[config.mk]
export PLATFORM = sky130hd
export DESIGN_NAME = axi_stream_frame_source
export DESIGN_NICKNAME = d
export VERILOG_FILES = /design/src/rtl/axi_frame_pkg.sv /design/src/rtl/frame_pos_counter.sv /design/src/rtl/axi_stream_frame_source.sv
export SDC_FILE = /design/constraint.sdc
export NUM_CORES = 1
export LEC_CHECK = 0
export BUFFER_PORTS_ARGS = -buffer_cell sky130_fd_sc_hd__buf_4
export CORE_MARGIN = 2
export CORE_UTILIZATION = 30
export DETAILED_ROUTE_END_ITERATION = 7
export HOLD_SLACK_MARGIN = 0.08
export PLACE_DENSITY = 0.6
export SLEW_MARGIN = 20
export SYNTH_ARGS = -nofsm -noshare
export SYNTH_HDL_FRONTEND = slang
export SYNTH_SLANG_ARGS = --single-unit
export TNS_END_PERCENT = 10
[constraint.sdc]
create_clock -name clk -period 3.9 [get_ports clk]
set_input_delay 0.78 -clock clk [delete_from_list [all_inputs] [get_ports clk]]
set_output_delay 0.78 -clock clk [all_outputs]
set_load 0.01 [all_outputs]
[src/rtl/axi_frame_pkg.sv]
// axi_frame_pkg: shared types for the AXI-Stream frame source
package axi_frame_pkg;
    localparam int POS_WIDTH = 16;
    typedef enum logic [1:0] {IDLE, ACTIVE, GAP} state_t;
    typedef enum logic [1:0] {COUNTER, COORD, CONST, FRAMEID} mode_t;
    typedef struct packed {
        logic [POS_WIDTH-1:0] x_max;
        logic [POS_WIDTH-1:0] y_max;
    } pos_dims_t;
endpackage

[src/rtl/frame_pos_counter.sv]
// frame_pos_counter: pixel/line position tracker with wrap at frame dimensions
module frame_pos_counter
    import axi_frame_pkg::*;
(
    input  logic                 clk,
    input  logic                 rst_n,
    input  logic                 advance,
    input  logic                 clear,
    input  pos_dims_t            dims,
    output logic [POS_WIDTH-1:0] x,
    output logic [POS_WIDTH-1:0] y,
    output logic                 last_in_line,
    output logic                 last_in_frame
);
    assign last_in_line  = x == dims.x_max;
    assign last_in_frame = last_in_line && y == dims.y_max;
    // step x per accepted beat, carrying into y at end of line and wrapping both at end of frame
    always_ff @(posedge clk) begin
        if (!rst_n || clear) begin
            x <= '0;
            y <= '0;
        end else if (advance) begin
            x <= last_in_line ? '0 : x + POS_WIDTH'(1);
            if (last_in_line)
                y <= last_in_frame ? '0 : y + POS_WIDTH'(1);
        end
    end
endmodule

[src/rtl/axi_stream_frame_source.sv]
// axi_stream_frame_source: AXI4-Stream test-pattern generator emitting fixed-size frames
module axi_stream_frame_source
    import axi_frame_pkg::*;
#(
    parameter int DATA_WIDTH      = 32,
    parameter int PIXELS_PER_LINE = 8,
    parameter int LINES_PER_FRAME = 4,
    parameter int GAP_CYCLES      = 2
) (
    input  logic                  clk,
    input  logic                  rst_n,
    input  logic                  enable,
    input  logic [1:0]            mode,
    input  logic [DATA_WIDTH-1:0] const_value,
    output logic [DATA_WIDTH-1:0] m_axis_tdata,
    output logic                  m_axis_tvalid,
    input  logic                  m_axis_tready,
    output logic                  m_axis_tlast,
    output logic                  m_axis_tuser,
    output logic                  frame_done,
    output logic [15:0]           frame_count
);
    localparam pos_dims_t DIMS = '{x_max: POS_WIDTH'(PIXELS_PER_LINE - 1),
                                   y_max: POS_WIDTH'(LINES_PER_FRAME - 1)};

    state_t                 state;
    mode_t                  mode_q;
    logic [DATA_WIDTH-1:0]  beat_cnt;
    logic [DATA_WIDTH-1:0]  pattern;
    logic [7:0]             gap_cnt;
    logic [POS_WIDTH-1:0]   x;
    logic [POS_WIDTH-1:0]   y;
    logic                   last_in_line;
    logic                   last_in_frame;
    logic                   hs;
    logic                   eof;

    assign hs  = m_axis_tvalid && m_axis_tready;
    assign eof = hs && last_in_frame;

    frame_pos_counter u_pos (
        .clk           (clk),
        .rst_n         (rst_n),
        .advance       (hs),
        .clear         (state != ACTIVE),
        .dims          (DIMS),
        .x             (x),
        .y             (y),
        .last_in_line  (last_in_line),
        .last_in_frame (last_in_frame)
    );

    // payload for the latched mode; everything but CONST is derived from registers so it holds under stall
    always_comb begin
        pattern = mode_q == COUNTER ? beat_cnt :
                  mode_q == COORD   ? DATA_WIDTH'({y, x}) :
                  mode_q == CONST   ? const_value :
                                      DATA_WIDTH'({frame_count, x});
    end

    assign m_axis_tvalid = state == ACTIVE;
    assign m_axis_tdata  = m_axis_tvalid ? pattern : '0;
    assign m_axis_tlast  = m_axis_tvalid && last_in_line;
    assign m_axis_tuser  = m_axis_tvalid && x == '0 && y == '0;

    // frame sequencer: only leaves ACTIVE at a frame boundary, so frames are never truncated
    always_ff @(posedge clk) begin
        if (!rst_n) begin
            state       <= IDLE;
            mode_q      <= COUNTER;
            beat_cnt    <= '0;
            frame_count <= '0;
            frame_done  <= 1'b0;
            gap_cnt     <= '0;
        end else begin
            frame_done <= eof;
            if (hs)
                beat_cnt <= beat_cnt + DATA_WIDTH'(1);
            if (eof)
                frame_count <= frame_count + 16'd1;
            case (state)
                IDLE: begin
                    if (enable) begin
                        state  <= ACTIVE;
                        mode_q <= mode_t'(mode);
                    end
                end
                ACTIVE: begin
                    if (eof) begin
                        if (GAP_CYCLES > 0) begin
                            state   <= GAP;
                            gap_cnt <= 8'(GAP_CYCLES - 1);
                        end else if (enable) begin
                            mode_q <= mode_t'(mode);
                        end else begin
                            state <= IDLE;
                        end
                    end
                end
                GAP: begin
                    if (gap_cnt == '0) begin
                        state  <= enable ? ACTIVE : IDLE;
                        mode_q <= mode_t'(mode);
                    end else begin
                        gap_cnt <= gap_cnt - 8'd1;
                    end
                end
                default: state <= IDLE;
            endcase
        end
    end
endmodule

==> flow_metrics.tcl, run 1 <==
set metrics [dict create \
    run_status "complete, no violations" \
    antenna_found_initial 0 \
    cts_tree "yes" \
    required_ns 3.12 \
    period_needed_ns 3.22 \
    cts.clk_slew.worst_paths_ns 0.06 \
    grt_start_max_net_pins 50 \
    wl_per_cell_microns 15.8 \
    synthTopCellsByArea "dfxtp_1 36%, nor2_1 7.4%, mux4_2 6.9%, xor2_1 5.0%, xnor2_1 4.7%" \
    layout_setup_ws_ns 0.682 \
    synthFlopType "dfxtp_1" \
    io_pins 90 \
    fin_crit_sh 0.825 \
    ys_types 48 \
    fin_util 0.374 \
    synthArstFlopShare 0 \
    crit_type "register to primary output" \
    grt_pass1_vias 4478 \
    hp-class "register to register" \
    synth_top_area_cell "dfxtp_1" \
    cp_cell_sequence "nand2b_1 -> inv_1 -> nand3_1 -> nor3_1 -> buf_4" \
    clockBufferDepth 2 \
    core-area_sq_um 17200 \
    drc_errors 0 \
    slowest_stage "inv_1" \
    start_util 0.305 \
    cp_max_fo 22 \
    drv_slew 0 \
    ir_drop_mv 0.216 \
    p_per_area_nw_per_um2 302 \
    ctsResizeCount 0 \
    clk_latency_ns 0.35 \
    dp_slack_ns 0.957 \
    gp_congestion 0.873 \
    synth_common_cells "104 x nor2_1, 93 x dfxtp_1, 39 x nand2_1, 39 x nand3_1, 35 x a21oi_1" \
    wirelength_mm 14.8 \
    critPathLaunchType "register" \
    grt_use_total 0.164 \
    nNetsFinal 754 \
    vias 4776 \
    grt_overflow 0 \
    path_delay_family "simple AND/OR/NAND/NOR gates" \
    synth_edf_count 0 \
    syn_area_sq_um 5240 \
    synthAdderAreaFrac 0.0191 \
    synth.avg_cell_area_sq_um 8.34 \
    ys_seq_area_frac 0.355 \
    fin_skew_ns 0.00678 \
    cp-end-kind "primary output" \
    synth.most_common_cell "nor2_1" \
    synth_compound_area_frac 0.0778 \
    place_hpwl_mm 11.1 \
    p_total_mw 1.94 \
    htree_levels 3 \
    fmax_ghz 0.311 \
    cp.arrival_ns 2.44 \
    max_stage_delay_ns 0.61 \
    syn_inst 629 \
    vias_per_cell 5.09 \
    p_leak_nw 2.29 \
    worst-path-buf-inv 2 \
    cts_root_buf "clkbuf_16" \
    cap_viol_max_count 0 \
    synth_top_family_by_area "simple AND/OR/NAND/NOR gates" \
    synth_xor_xnor_area_share 0.0969 \
    drt_iter0_markers 341 \
    rsz0062_at_grt "false" \
    num_rows 48 \
    final_hold_viol_count 0 \
    slew_headroom 0.351 \
    cts_made_buffers 9 \
    synthSimpleGateAreaFrac 0.312 \
    antenna_cells 0 \
    yosysTopAreaCellShare 0.355 \
    portBuffers 89 \
    antenna_left 0 \
    dieHeight_microns 136 \
    area_growth_pct 22.5 \
    drtPass1Iterations 4 \
    synth_seq_cells 93 \
    setup_tns_ns 0 \
    setup_viol_count_final 0 \
    syn_nets 675 \
    cts_hold_buf 0 \
    synthMuxAreaShare 0.105 \
    drive_above_1_share 0.194 \
    ys_warn_count 0 \
    dpl_cell_area_sq_um 6140 \
    die_w_microns 136 \
    grt_pass1_wl_mm 23.7 \
    clock_sinks 93 \
    design_area_sq_um 6420 \
    cts_setup_buffers 0 \
    worstMarginPinSlew_ns 0.973 \
    die_area_sq_um 18600 \
]
## metrics by stage
step	instances	hold slack [ns]
final	938	0.509
after global routing	938	0.537
after CTS	938	0.508
after detailed placement	922	0.498
after global placement	922	0.489
after floorplan	629	0.462
## layer usage
layer	part of all wire	GRT usage	routed length, microns
met5	0	0	0
met4	0.019	0.0660	284
met1	0.45	0.216	6730
met2	0.50	0.273	7330
met3	0.031	0.0209	465
## path summary, 6_finish.rpt
path,start,endpoint,slack [ns],cells after the start
max,state[0],m_axis_tuser,0.68,5
min,u_pos.y[0],u_pos.y[0],0.51,2
max reg2reg,u_pos.y[1],frame_count[15],0.90,6
min reg2reg,u_pos.y[0],u_pos.y[0],0.51,2
## worst reg2reg max path, stage by stage (launching register included)
cell and delay, ns:
dfxtp_1 0.41, ha_1 0.32, or3b_2 0.46, or4_1 0.61, or3_4 0.50, nor4_1 0.39
mux2i_1 0.23
## power by group
group / total [mW] / switching (mW) / internal, mW
clock: 0.829 / 0.365 / 0.464
combinational: 0.134 / 0.0661 / 0.0675
sequential: 0.974 / 0.0208 / 0.954
total: 1.94 / 0.452 / 1.48
## area by class of cell
| type | count | area [sq um] |
|---|---|---|
| fillers | 1827 | 10800 |
| clock inverters | 4 | 22.5 |
| flip-flops and latches | 93 | 1860 |
| repair buffers | 98 | 736 |
| multi-input cells | 491 | 3200 |
| inverters | 15 | 56.3 |
| well taps | 225 | 282 |
| clock buffers | 12 | 256 |
## flip-flops by register name, summed over array words and instances, names as in the netlist
register and count:
beat_cnt 32, state 2, frame_done 1, mode_q 2, u_pos.x 16, u_pos.y 16, frame_count 16, gap_cnt 8
## cells by family (layout without fill, tap and decap cells)
kind of cell	after synthesis	in the layout
adders and majority gates	8	8
AOI/OAI and AO/OA	70	70
buffers and inverters	45	129
DFF	93	93
and+or+nand+nor	320	320
muxes	35	35
xor gates and xnor gates	58	58
## cell usage in the layout (no fill, tap or decap), types with 9 or more instances in the layout
cell type,count
nor2_1,104
nor4_1,18
xnor2_1,28
dfxtp_1,91
clkbuf_16,9
nand3_1,39
buf_4,98
mux2i_1,19
inv_1,14
nand4_1,29
mux4_2,16
a21oi_1,35
nand2_1,39
or3_1,9
xor2_1,30
o21ai_0,12
nor3_1,13
and2_1,21
(Power assumes the default switching activity.)
==> run 2, diff against run 1 <==
--- a/config.mk
+++ b/config.mk
@@ -5,12 +5,13 @@
 export SDC_FILE = /design/constraint.sdc
 export NUM_CORES = 1
 export LEC_CHECK = 0
+export ABC_AREA = 1
 export BUFFER_PORTS_ARGS = -buffer_cell sky130_fd_sc_hd__buf_4
 export CORE_MARGIN = 2
 export CORE_UTILIZATION = 30
 export DETAILED_ROUTE_END_ITERATION = 7
 export HOLD_SLACK_MARGIN = 0.08
-export PLACE_DENSITY = 0.6
+export PLACE_DENSITY = 0.59
 export SLEW_MARGIN = 20
 export SYNTH_ARGS = -nofsm -noshare
 export SYNTH_HDL_FRONTEND = slang
==> constraint.sdc (replaced) <==
create_clock -name clk -period 3.21 [get_ports clk]
set_input_delay 0.642 -clock clk [delete_from_list [all_inputs] [get_ports clk]]
set_output_delay 0.642 -clock clk [all_outputs]
set_load 0.01 [all_outputs]
==> flow_metrics.tcl, run 2 <==
set metrics [dict create \
    run_status "complete, no violations" \
    synth_seq_cells 93 \
    area_growth_pct 19.1 \
    path_delay_family "buffers and inverters" \
    num_rows 53 \
    period_needed_ns 2.83 \
    vias_per_cell 4.89 \
    slew_headroom 0.526 \
    syn_area_sq_um 6370 \
    final_cell_mix "284 x nand2_1, 140 x nor2_1, 98 x buf_4" \
    final.fill_count 2333 \
    synthArstFlopShare 0 \
    max_stage_delay_ns 0.39 \
    switching_share 0.257 \
    cap_viol_max_count 0 \
    synthTopCellsByArea "dfxtp_1 29%, nand2_1 17%, nor2_1 8.3%, a21oi_1 7.1%, o21ai_0 5.7%" \
    synth_edf_count 0 \
    hp-class "register to register" \
    largest-register "beat_cnt" \
    fmax_ghz 0.354 \
    drv_slew 0 \
    synth.most_common_cell "nand2_1" \
    clockBufferDepth 2 \
    final_hold_viol_count 0 \
    vias 6731 \
    gp_congestion 0.878 \
    antenna_left 0 \
    fin_skew_ns 0.0102 \
    rr_endpoint "beat_cnt[19]" \
    core-area_sq_um 21000 \
    wirelength_mm 20.9 \
    p_sw_uw 680 \
    cp.arrival_ns 2.19 \
    internal-power_mw 1.97 \
    cp-end-kind "primary output" \
    rsz0062_at_grt "false" \
    yosysTopAreaCellShare 0.292 \
    r2r-start "state[1]" \
    r2r_slack_ns 1.20 \
    cts_made_buffers 9 \
    grt_overflow 0 \
    slowest_stage "dfxtp_1" \
    p_leak_nw 2.95 \
    grt_start_max_net_pins 38 \
    ir_drop_mv 0.248 \
    fin_crit_sh 0.881 \
    drc_errors 0 \
    p_total_mw 2.65 \
    crit_path_end "m_axis_tdata[26]" \
    sequentialPowerShare 0.440 \
    antenna_cells 0 \
    grt_pass1_wl_mm 33.3 \
    crit_top_cell "buf_4" \
    ys_seq_area_frac 0.292 \
    synth_top_area_cell "dfxtp_1" \
    die_w_microns 150 \
    cts_hold_buf 0 \
    crit_type "register to primary output" \
    io_pins 90 \
    cts_setup_buffers 0 \
    cp-startpoint "mode_q[0]" \
    syn_nets 1069 \
    ctsResizeCount 0 \
    die_area_sq_um 22400 \
    cts_root_buf "clkbuf_16" \
    drtPass1Iterations 5 \
    p_clk_frac 0.452 \
    dieHeight_microns 150 \
    wl_per_cell_microns 15.2 \
    grt_pass1_vias 6102 \
    start_util 0.304 \
    htree_levels 3 \
    p_per_area_nw_per_um2 348 \
    ys_warn_count 0 \
    clock_sinks 93 \
    largest_reg_flops 32 \
    worstMarginPinSlew_ns 0.703 \
    power_frac_comb 0.108 \
    setup_tns_ns 0 \
    setup_viol_count_final 0 \
    synthFlopType "dfxtp_1" \
    required_ns 2.57 \
    synth.avg_cell_area_sq_um 6.23 \
    layout_commonest_cell "nand2_1" \
    cp_max_fo 34 \
    drt_iter0_markers 548 \
    cts_tree "yes" \
    critPathLaunchType "register" \
    grt_use_total 0.190 \
    path_depth 7 \
    antenna_found_initial 0 \
    reg2reg_depth 9 \
    portBuffers 89 \
    nNetsFinal 1142 \
    ys_types 45 \
    syn_inst 1023 \
    drive_above_1_share 0.149 \
    place_hpwl_mm 16.1 \
    clk_latency_ns 0.36 \
    cts.clk_slew.worst_paths_ns 0.07 \
    synth_common_cells "284 x nand2_1, 141 x nor2_1, 95 x inv_1" \
    worst-path-buf-inv 4 \
    cp_cell_sequence "inv_1 -> buf_4 -> nand2_1 -> buf_12 -> o21ai_0 -> a21oi_1 -> buf_4" \
]
==> run 2: cell count changes after synthesis, moves of 33 or more <==
cell and delta:
nand2_1 +245, inv_1 +81, o21ai_0 +61, a21oi_1 +56, nor2_1 +37, nand3_1 +33
==> run 2: power by group through the flow <==
stage	clock network [mW]	registers (mW)	logic, mW
floorplan	0	1.19	0.152
global placement	0	1.19	0.286
detailed placement	0	1.19	0.284
CTS	1.21	1.16	0.285
global route	1.26	1.17	0.311
finish	1.19	1.16	0.286
==> run 2: per-stage QoR <==
stage / worst slack [ns] / std cells / hold WS [ns] / area, sq um / util
floorplan: 1.26 / 1023 / 0.463 / 6370 / -
global placement: 0.738 / 1360 / 0.483 / 7270 / 0.347
detailed placement: 0.838 / 1360 / 0.494 / 7270 / 0.347
CTS: 0.441 / 1376 / 0.504 / 7590 / 0.362
global route: 0.252 / 1376 / 0.526 / 7590 / 0.362
finish: 0.381 / 1376 / 0.501 / 7590 / 0.362
==> run 2: layout make-up <==
class                           count  area (sq um)  share of cell area
Multi-Input combinational cell    794          3930               0.518
Inverter                           99           374              0.0493
Tap cell                          275           344              0.0453
Sequential cell                    93          1860               0.245
Clock inverter                      6          86.3              0.0114
Clock buffer                       10           239              0.0315
Timing Repair Buffer               99           756              0.0995
==> run 2: worst reg2reg max path: stages (launching register included) <==
cell and delay [ns]:
dfxtp_1 0.31, inv_1 0.13, nand3_4 0.26, inv_2 0.34, buf_4 0.28, nand2_1 0.09, nor3b_2 0.23, nand3_1 0.10
o21ai_0 0.08, nor2_1 0.05
==> run 2: per-layer routing <==
metal,GRT usage,vias up,wire length [microns]
li1,-,3467,-
met1,0.260,3077,9520
met2,0.311,161,9920
met3,0.0216,26,960
met4,0.0665,0,466
met5,0,-,0
==> run 2: cells by family after synthesis <==
| kind of cell | synth area share |
|---|---|
| AND/OR/NAND/NOR | 0.419 |
| buffers and inverters | 0.0917 |
| flip-flops | 0.292 |
| multiplexers | 0.00314 |
| XOR/XNOR | 0.0302 |
| adder cells (fa/ha/maj) | 0.0157 |
| AO/OA/AOI/OAI | 0.148 |
==> run 2: worst min-delay path by stage <==
stage	slack, ns	endpoint	startpoint	depth (start not counted)
3_5_place_dp	0.49	u_pos.y[0]	u_pos.y[0]	2
5_1_grt	0.53	frame_count[14]	frame_count[14]	2
6_report	0.50	u_pos.y[14]	u_pos.y[14]	2
4_1_cts	0.50	beat_cnt[31]	beat_cnt[31]	2
2_1_floorplan	0.46	beat_cnt[31]	beat_cnt[31]	2
3_3_place_gp	0.48	u_pos.x[14]	u_pos.x[14]	2
==> run 3, diff against run 2 <==
--- a/config.mk
+++ b/config.mk
@@ -6,12 +6,12 @@
 export NUM_CORES = 1
 export LEC_CHECK = 0
 export ABC_AREA = 1
-export BUFFER_PORTS_ARGS = -buffer_cell sky130_fd_sc_hd__buf_4
 export CORE_MARGIN = 2
 export CORE_UTILIZATION = 30
 export DETAILED_ROUTE_END_ITERATION = 7
+export DONT_BUFFER_PORTS = 1
 export HOLD_SLACK_MARGIN = 0.08
-export PLACE_DENSITY = 0.59
+export PLACE_DENSITY = 0.56
 export SLEW_MARGIN = 20
 export SYNTH_ARGS = -nofsm -noshare
 export SYNTH_HDL_FRONTEND = slang
==> flow_metrics.tcl, run 3 (same netlist as run 2, synthesis figures left out) <==
set metrics [dict create \
    fin_crit_sh 0.855 \
    drt_iter0_markers 479 \
    cts.clk_slew.worst_paths_ns 0.07 \
    grt_start_max_net_pins 44 \
    clock_sinks 93 \
    wirelength_mm 20.9 \
    fin_util 0.338 \
    num_rows 53 \
    rsz0062_at_grt "false" \
    antenna_left 0 \
    dieHeight_microns 150 \
    core-area_sq_um 21000 \
    hp-start "m_axis_tready" \
    r2r-start "state[0]" \
    hp-class "primary input to register" \
    grt_pass1_wl_mm 33.1 \
    worstMarginPinSlew_ns 0.719 \
    crit_type "register to primary output" \
    cp_cell_sequence "inv_1 -> nand2_1 -> inv_1 -> buf_12 -> o21ai_0 -> o21ai_0 -> a21oi_1 -> buf_4" \
    drv_slew 0 \
    path_delay_family "buffers and inverters" \
    cts_made_buffers 9 \
    final_hold_viol_count 0 \
    slew_headroom 0.516 \
    htree_levels 3 \
    die_w_microns 150 \
    final_cells 1303 \
    ir_drop_mv 0.286 \
    wl_per_cell_microns 16.0 \
    ctsResizeCount 0 \
    setup_viol_count_final 0 \
    largest_reg_flops 32 \
    final_cell_mix "284 x nand2_1, 140 x nor2_1, 95 x inv_1" \
    grt_pass1_vias 5955 \
    worst-path-buf-inv 4 \
    cp.arrival_ns 2.10 \
    cts_root_buf "clkbuf_16" \
    antenna_found_initial 1 \
    placedCellCount 1287 \
    p_total_mw 2.73 \
    io_pins 90 \
    drtPass1Iterations 5 \
    drive_above_1_share 0.0867 \
    timing.hold.ws_ns 0.385 \
    required_ns 2.57 \
    p_per_area_nw_per_um2 385 \
    p_leak_nw 2.59 \
    clockBufferDepth 2 \
    grt_use_total 0.190 \
    portBuffers 0 \
    layout_commonest_cell "nand2_1" \
    drc_errors 0 \
    cts_tree "yes" \
    fmax_ghz 0.364 \
    fin_skew_ns 0.00734 \
    vias_per_cell 5.01 \
    area_growth_pct 11.1 \
    max_stage_delay_ns 0.38 \
    cp-end-kind "primary output" \
    setup_tns_ns 0 \
    cp_max_fo 28 \
    critPathLaunchType "register" \
    nNetsFinal 1069 \
    die_area_sq_um 22400 \
    largest-register "beat_cnt" \
    vias 6531 \
    cts_hold_buf 0 \
    place_hpwl_mm 15.9 \
    clk_latency_ns 0.36 \
    r2r_slack_ns 1.18 \
    gp_congestion 0.935 \
    period_needed_ns 2.75 \
    run_status "complete, no violations" \
    cts_setup_buffers 0 \
    cp-startpoint "mode_q[0]" \
    cap_viol_max_count 0 \
    start_util 0.304 \
    slowest_stage "inv_1" \
    grt_overflow 0 \
]
## run 3: changes by cell type in the layout (fill, tap and decap cells not counted), sizes merged
cell / change
buf: -73
clkinv: -3
bufinv: +2
clkbuf: +1
clkinvlp: -1
diode: +1
## run 3: final cells by class
| cell class | count | area (sq um) |
|---|---|---|
| Antenna cell | 1 | 2.50 |
| Fill cell | 2345 | 13900 |
| Inverter | 99 | 374 |
| Sequential cell | 93 | 1860 |
| Clock buffer | 11 | 243 |
| Timing Repair Buffer | 26 | 208 |
| Tap cell | 275 | 344 |
| Clock inverter | 4 | 120 |
| Multi-Input combinational cell | 794 | 3930 |
## run 3: final timing paths
| check | end | cells after the start |
|---|---|---|
| worst min-delay path | u_pos.x[0] | 1 |
| worst max register to register | beat_cnt[19] | 8 |
| worst min register to register | beat_cnt[31] | 2 |
| worst max-delay path | m_axis_tdata[30] | 8 |
## run 3: power breakdown
group / switching, mW / internal, mW
clock: 0.478 / 0.858
sequential: 0.00644 / 1.16
combinational: 0.162 / 0.0668
total: 0.646 / 2.08
## run 3: per-layer routing
metal | vias up | global-route usage | routed length [microns]
met5 | - | 0 | 0
met4 | 0 | 0.0571 | 432
li1 | 3327 | - | -
met2 | 163 | 0.322 | 10100
met1 | 3015 | 0.250 | 9300
met3 | 26 | 0.0302 | 987
## run 3: worst reg2reg max path, delay by kind of cell, from the launching register on
family / cells / cell delay (ns)
and+or+nand+nor: 5 / 0.86
buffers and inverters: 2 / 0.54
DFF: 1 / 0.43
AOI/OAI and AO/OA: 1 / 0.08
## run 3: stage by stage
step	area, sq um	setup slack [ns]
2_1_floorplan	6370	1.26
3_3_place_gp	6720	0.902
3_5_place_dp	6720	0.875
4_1_cts	7080	0.465
5_1_grt	7080	0.299
6_report	7080	0.464
